<file path="src/rtl/cnn_mul_share_arbiter.sv">
// cnn_mul_share_arbiter: round-robin sharing of one signed 14b x unsigned 7b multiplier among NUM_REQ lanes
// Ports:
//   ap_clk, ap_rst_n            clock (rising edge), asynchronous active-low reset
//   req_valid/req_a/req_b       per-lane request; lane i operands at req_a[14*i+:14], req_b[7*i+:7]
//   req_ready                   one-hot grant; a transfer happens on valid & ready
//   res_valid/res_data/res_id   show-ahead result FIFO head: 21b signed product and requester index
//   res_ready                   consumer pops the head on valid & ready
//   busy                        any multiply in flight or FIFO non-empty
// Optional: define CNN_MUL_ARB_PERF_EN to add perf_clr, perf_issue and perf_stall counters.
module cnn_mul_share_arbiter #(
  parameter int NUM_REQ    = 4,
  parameter int MUL_STAGES = 2,
  parameter int OUT_DEPTH  = 4,
  parameter int ID_W       = 2
) (
  input  logic                      ap_clk,
  input  logic                      ap_rst_n,
  input  logic [NUM_REQ-1:0]        req_valid,
  input  logic [14*NUM_REQ-1:0]     req_a,
  input  logic [7*NUM_REQ-1:0]      req_b,
  output logic [NUM_REQ-1:0]        req_ready,
  output logic                      res_valid,
  output logic signed [20:0]        res_data,
  output logic [ID_W-1:0]           res_id,
  input  logic                      res_ready,
  output logic                      busy
`ifdef CNN_MUL_ARB_PERF_EN
  ,
  input  logic                      perf_clr,
  output logic [31:0]               perf_issue,
  output logic [31:0]               perf_stall
`endif
);
  localparam int CW = $clog2(OUT_DEPTH + 1);
  localparam int PW = $clog2(OUT_DEPTH);
  logic [ID_W-1:0] rr, gidx;
  logic [NUM_REQ-1:0] gnt;
  logic [CW-1:0] cr, cnt;
  logic [PW-1:0] wp, rp;
  logic issue, pop, wr;
  logic signed [20:0] prod;
  logic [MUL_STAGES-1:0] pv;
  logic signed [20:0] pd [MUL_STAGES];
  logic [ID_W-1:0] pid [MUL_STAGES];
  logic signed [20:0] fd [OUT_DEPTH];
  logic [ID_W-1:0] fi [OUT_DEPTH];
  // Scan downward so the last hit, i.e. the nearest valid lane at or after rr, wins.
  always_comb begin
    gidx = rr;
    for (int k = NUM_REQ - 1; k >= 0; k--)
      if (req_valid[(int'(rr) + k) % NUM_REQ]) gidx = ID_W'((int'(rr) + k) % NUM_REQ);
    gnt = (ap_rst_n && cr != '0 && |req_valid) ? NUM_REQ'(1) << gidx : '0;
  end
  assign req_ready = gnt;
  assign issue     = |gnt;
  assign pop       = res_valid & res_ready;
  assign wr        = pv[MUL_STAGES-1];
  assign prod      = 21'($signed(req_a[14*gidx +: 14])) * 21'($signed({1'b0, req_b[7*gidx +: 7]}));
  assign res_valid = cnt != '0;
  assign res_data  = res_valid ? fd[rp] : '0;
  assign res_id    = res_valid ? fi[rp] : '0;
  assign busy      = |pv || cnt != '0;
  // Credits count free FIFO slots not yet promised to an in-flight multiply, so the FIFO never overflows.
  always_ff @(posedge ap_clk or negedge ap_rst_n) begin
    if (!ap_rst_n) begin
      rr  <= '0;
      cr  <= CW'(OUT_DEPTH);
      cnt <= '0;
      wp  <= '0;
      rp  <= '0;
      pv  <= '0;
    end else begin
      if (issue) rr <= (gidx == ID_W'(NUM_REQ - 1)) ? '0 : gidx + 1'b1;
      cr  <= cr - CW'(issue) + CW'(pop);
      cnt <= cnt + CW'(wr) - CW'(pop);
      if (wr) wp <= wp + 1'b1;
      if (pop) rp <= rp + 1'b1;
      pv  <= MUL_STAGES'({pv, issue});
    end
  end
  // Datapath carries no reset; only the valid bits and FIFO count qualify it.
  always_ff @(posedge ap_clk) begin
    pd[0]  <= prod;
    pid[0] <= gidx;
    for (int s = 1; s < MUL_STAGES; s++) begin
      pd[s]  <= pd[s-1];
      pid[s] <= pid[s-1];
    end
    if (wr) begin
      fd[wp] <= pd[MUL_STAGES-1];
      fi[wp] <= pid[MUL_STAGES-1];
    end
  end
  a_no_overflow: assert property (@(posedge ap_clk) disable iff (!ap_rst_n) !(wr && !pop && cnt == CW'(OUT_DEPTH)));
`ifdef CNN_MUL_ARB_PERF_EN
  always_ff @(posedge ap_clk or negedge ap_rst_n) begin
    if (!ap_rst_n) begin
      perf_issue <= '0;
      perf_stall <= '0;
    end else if (perf_clr) begin
      perf_issue <= '0;
      perf_stall <= '0;
    end else begin
      if (issue && perf_issue != '1) perf_issue <= perf_issue + 1'b1;
      if (|req_valid && cr == '0 && perf_stall != '1) perf_stall <= perf_stall + 1'b1;
    end
  end
`endif
endmodule

</file>
<file path="config.mk">
export PLATFORM = sky130hd
export DESIGN_NAME = cnn_mul_share_arbiter
export DESIGN_NICKNAME = d
export VERILOG_FILES = /design/src/rtl/cnn_mul_share_arbiter.sv
export SDC_FILE = /design/constraint.sdc
export NUM_CORES = 1
export LEC_CHECK = 0
export ABC_CLOCK_PERIOD_IN_PS = 8100
export BUFFER_PORTS_ARGS = -buffer_cell sky130_fd_sc_hd__buf_2
export CAP_MARGIN = 20
export CORE_MARGIN = 2
export CORE_UTILIZATION = 59
export CTS_CLUSTER_DIAMETER = 200
export DETAILED_ROUTE_END_ITERATION = 6
export HOLD_SLACK_MARGIN = 0.12
export PLACE_DENSITY = 0.92
export SETUP_SLACK_MARGIN = 0.2
export SKIP_LAST_GASP = 1
export SLEW_MARGIN = 20
export SYNTH_ARGS = -nofsm -noshare
export SYNTH_HDL_FRONTEND = slang
export SYNTH_SLANG_ARGS = --single-unit
</file>
<file path="constraint.sdc">
create_clock -name ap_clk -period 8.1 [get_ports ap_clk]
set_clock_uncertainty 0.15 [all_clocks]
set_input_delay 1.215 -clock ap_clk [delete_from_list [all_inputs] [get_ports ap_clk]]
set_output_delay 1.215 -clock ap_clk [all_outputs]
set_load 0.05 [all_outputs]
</file>
==> impl_summary.md <==
Yosys
The number of flops mapped to enable cells by yosys is slightly above 90. After synthesis, the cell types taking the most area are sky130_fd_sc_hd__edfxtp_1 28%, sky130_fd_sc_hd__fa_1 15%, sky130_fd_sc_hd__dfxtp_1 9.3%. The cell count after synthesis came out at a little over 800. The register bit total from synthesis is 152.

Of all flip-flops after synthesis, the portion carrying an async set or reset was a little under a tenth. The number of nets in the synthesized netlist is between 1000 and 1500. In the synthesized netlist the dominant register cell turns out to be sky130_fd_sc_hd__edfxtp_1. The number of synthesis warnings is 0. Sequential elements use around 40% of the synthesized area. The synthesized area per cell is about 12 um2. The number of distinct standard cells referenced by the synthesized netlist is 53. The top-area cell type share of the netlist area is between 20% and 30%. The cell taking the most area after synthesis is sky130_fd_sc_hd__edfxtp_1. The cell area after synthesis is 9870 um2.

Route
After detailed routing, the number of remaining DRC violations is 0. The average via count per standard cell is between 6 and 7. The detailed-router iteration count before antenna repair is 6. The post-detailed-route wirelength per cell is around 21 um. The via count is around 7300.

The post-route antenna net violation count is 0. For this block, the initial DRC count from the detailed router was around 720. The routed wire length is 24400 um.

Floorplanning
The core region is 16500 um2. The die is 133 um tall. The width of the die is between 100 and 150 um.

The number of top-level pins is 120. After floorplanning, the core was divided into 47 placement rows. The initial utilization of the core area, before any placement, comes to ~60%. The area of the die is approximately 18000 um2.

Timing
Setup violations remaining at the end of the flow were counted as 0. For the pin with the worst max-slew slack, the measured transition is between 1 and 1.5 ns. Setup repair after global routing left no endpoint under its margin. Static timing analysis puts the maximum clock frequency at 133 MHz. The final critical path takes up 92.8% of the cycle. The total negative slack is 0 ns. The worst setup slack after layout is about 0.6 ns.

The worst path in the final design needs a cycle of ~7.5 ns, including I/O delays and setup. The worst pin sits at a relative slew slack of 28.7%. The number of hold violations in the final report is 0. The count of final max-slew check failures is 0.

Final layout
The layout overhead on the synthesized area is 14.8%. The number of filler cells placed in the layout is 1100. Cells with a size suffix above 1 make up about a quarter of the layout.

At the end of the flow, the number of nets in the layout was 1158. The count of placed standard cells in the final layout, fillers left out is ~1200. The count of antenna diodes in the layout is 0.

GRT
Entering global routing, the biggest net connects 45 pins. The global-route wire length before repair is approximately 38000 um. The global-route usage over all layers is between 20% and 30%.

The remaining global-route overflow is 0. The number of antenna violations at the first check in global routing is 0. The via count of the first global-routing pass came to 7343.

Place
At the end of routability-driven placement, the weighted congestion stood at between 0.9 and 1. At the placement stage, the worst setup path has a slack of about 0.42 ns. The count of port buffers added during placement is approximately 120.

In this run, placement finished with an instance count of roughly 1100. Once detailed placement completed, the half-perimeter wirelength came to between 15000 and 20000 um.

Worst setup path
The worst setup path is launched from a primary input. The worst setup path is of the in2reg kind. The endpoint arrival time on the critical path is roughly 7.7 ns.

The worst flop-to-flop path startpoint is rr[1]. The maximum fanout encountered on the critical timing path is 44. The critical path capture point is pd[0][18]. Across all register-to-register paths, the minimum setup slack is between 0.9 and 1 ns.

The number of cell instances on the worst register-to-register path is 20. Tracing the worst setup path back leads to its startpoint at req_valid[2]. The endpoint identified for the worst register-to-register timing path is pd[0][18]. STA classifies the critical path endpoint as a flip-flop. Data on the critical path is required at its endpoint by a little over 8 ns.

Clock tree
After clock tree synthesis, the clock-pin slew on the worst setup and hold paths is about 0.06 ns. The total of hold buffers inserted after clock tree synthesis is 0. CTS saw 152 sinks.

The TritonCTS clock tree is done. No sink is reached through more buffers than the 2 on the longest clock path. The maximum level of the CTS H-tree is 4.

The number of post-CTS setup repair buffers is 0. The number of instances resized during post-cts repair is 0. The later-pin clock latency in the skew report is approximately 0.43 ns. The root cell of the clock tree is sky130_fd_sc_hd__clkbuf_16.

Clock tree synthesis inserted a total of 17 buffers.

Outcome
The flow ran to the end, and the final reports show no timing, DRC or antenna violations.

Job
Max-cap violations in this run came to 0.

Worst hold path
The class of the tightest hold or removal check is reg2reg.
[metal layers]
metal  routed length, um  GRT usage (%)  up-vias
met5                   0              0        -
met4                 797           11.0        0
met3                1950           4.45       95
met2               12600           48.5      455
met1                9040           35.9     3573
li1                    -              -     3214
[Yosys cell counts, types with 4 or more instances]
| library cell | number |
|---|---|
| sky130_fd_sc_hd__clkbuf_1 | 19 |
| sky130_fd_sc_hd__a21o_1 | 8 |
| sky130_fd_sc_hd__o21ai_0 | 7 |
| sky130_fd_sc_hd__edfxtp_1 | 92 |
| sky130_fd_sc_hd__a21oi_1 | 13 |
| sky130_fd_sc_hd__nor2_1 | 11 |
| sky130_fd_sc_hd__dfrtp_1 | 13 |
| sky130_fd_sc_hd__mux4_2 | 23 |
| sky130_fd_sc_hd__xnor2_1 | 16 |
| sky130_fd_sc_hd__nor2b_1 | 4 |
| sky130_fd_sc_hd__a211oi_2 | 23 |
| sky130_fd_sc_hd__and3_1 | 44 |
| sky130_fd_sc_hd__dfxtp_1 | 46 |
| sky130_fd_sc_hd__nor4_1 | 81 |
| sky130_fd_sc_hd__ha_1 | 54 |
| sky130_fd_sc_hd__buf_2 | 16 |
| sky130_fd_sc_hd__nand2_1 | 14 |
| sky130_fd_sc_hd__xor2_1 | 5 |
| sky130_fd_sc_hd__inv_1 | 124 |
| sky130_fd_sc_hd__or4_1 | 24 |
| sky130_fd_sc_hd__nor3_1 | 4 |
| sky130_fd_sc_hd__nand3_1 | 5 |
| sky130_fd_sc_hd__fa_1 | 76 |
| sky130_fd_sc_hd__o211ai_1 | 5 |
| sky130_fd_sc_hd__and2_1 | 33 |
| sky130_fd_sc_hd__a211oi_1 | 20 |
[layout by cell type, fill, tap and decap left out, drive strengths merged, types with 34 or more instances in the layout]
cell type  netlist  layout
and2            34      34
inv            125     131
nor4            81      81
dfxtp           46      46
buf             23     138
edfxtp          92      92
fa              76      76
a211oi          43      43
and3            44      44
ha              54      54
[sequential cells by signal, indices dropped and copies added (netlist names)]
register,flops
rr,2
pv,2
wp,2
rp,2
fi,8
cr,3
fd,84
pid,4
cnt,3
pd,42
[worst min-delay path by stage]
stage                   from         to  slack (ns)  cells past startpoint
finish              pd[0][7]  pd[0][28]        0.18                      0
detailed placement  pd[0][7]  pd[0][28]        0.16                      0
global placement    pd[0][5]  pd[0][26]        0.16                      0
floorplan           pd[0][0]  pd[0][21]        0.16                      0
global route        pd[0][3]  pd[0][24]        0.19                      0
CTS                 pd[0][7]  pd[0][28]        0.18                      0
[area by class of cell]
cell class / count / area (um2) / share of cell area (%)
multi-input cells: 502 / 5200 / 45.8
flip-flops and latches: 152 / 4040 / 35.6
repair buffers: 139 / 743 / 6.56
inverters: 125 / 472 / 4.16
clock buffers: 17 / 425 / 3.75
well taps: 220 / 275 / 2.43
clock inverters: 15 / 189 / 1.67
[worst max-delay path, cell delays in order]
cell	delay, ns
sky130_fd_sc_hd__buf_2	0.12
sky130_fd_sc_hd__nor2b_1	0.14
sky130_fd_sc_hd__a2111o_1	0.43
sky130_fd_sc_hd__and2_4	0.19
sky130_fd_sc_hd__inv_4	0.43
sky130_fd_sc_hd__a211oi_1	0.30
sky130_fd_sc_hd__buf_4	0.25
sky130_fd_sc_hd__or4_1	0.51
sky130_fd_sc_hd__fa_1	0.55
sky130_fd_sc_hd__inv_1	0.06
sky130_fd_sc_hd__fa_1	0.51
sky130_fd_sc_hd__fa_1	0.50
sky130_fd_sc_hd__inv_1	0.06
sky130_fd_sc_hd__fa_1	0.54
sky130_fd_sc_hd__inv_1	0.05
sky130_fd_sc_hd__ha_1	0.41
sky130_fd_sc_hd__a21oi_1	0.16
sky130_fd_sc_hd__a21boi_0	0.41
sky130_fd_sc_hd__nand2_1	0.20
sky130_fd_sc_hd__o21a_1	0.27
sky130_fd_sc_hd__o311ai_0	0.35
[cell families (layout without fill, tap and decap cells)]
logic type,Yosys count,after routing,synth area share (%)
fa+ha+maj,130,130,22.3
simple gates,227,227,14.0
compound gates,97,97,8.25
mux,25,25,5.46
xor+xnor,23,23,2.32
buf+inv,167,296,6.84
flops,152,152,40.9
[stage by stage]
step	util, %	hold WS, ns	area [um2]
finish	68.9	0.177	11300
global route	68.9	0.185	11300
CTS	68.6	0.177	11300
detailed placement	64.8	0.162	10700
global placement	64.8	0.161	10700
floorplan	-	0.160	9870
Power is not shown: default switching activity piles up to over one toggle a cycle in this logic, so the estimate is an artifact.
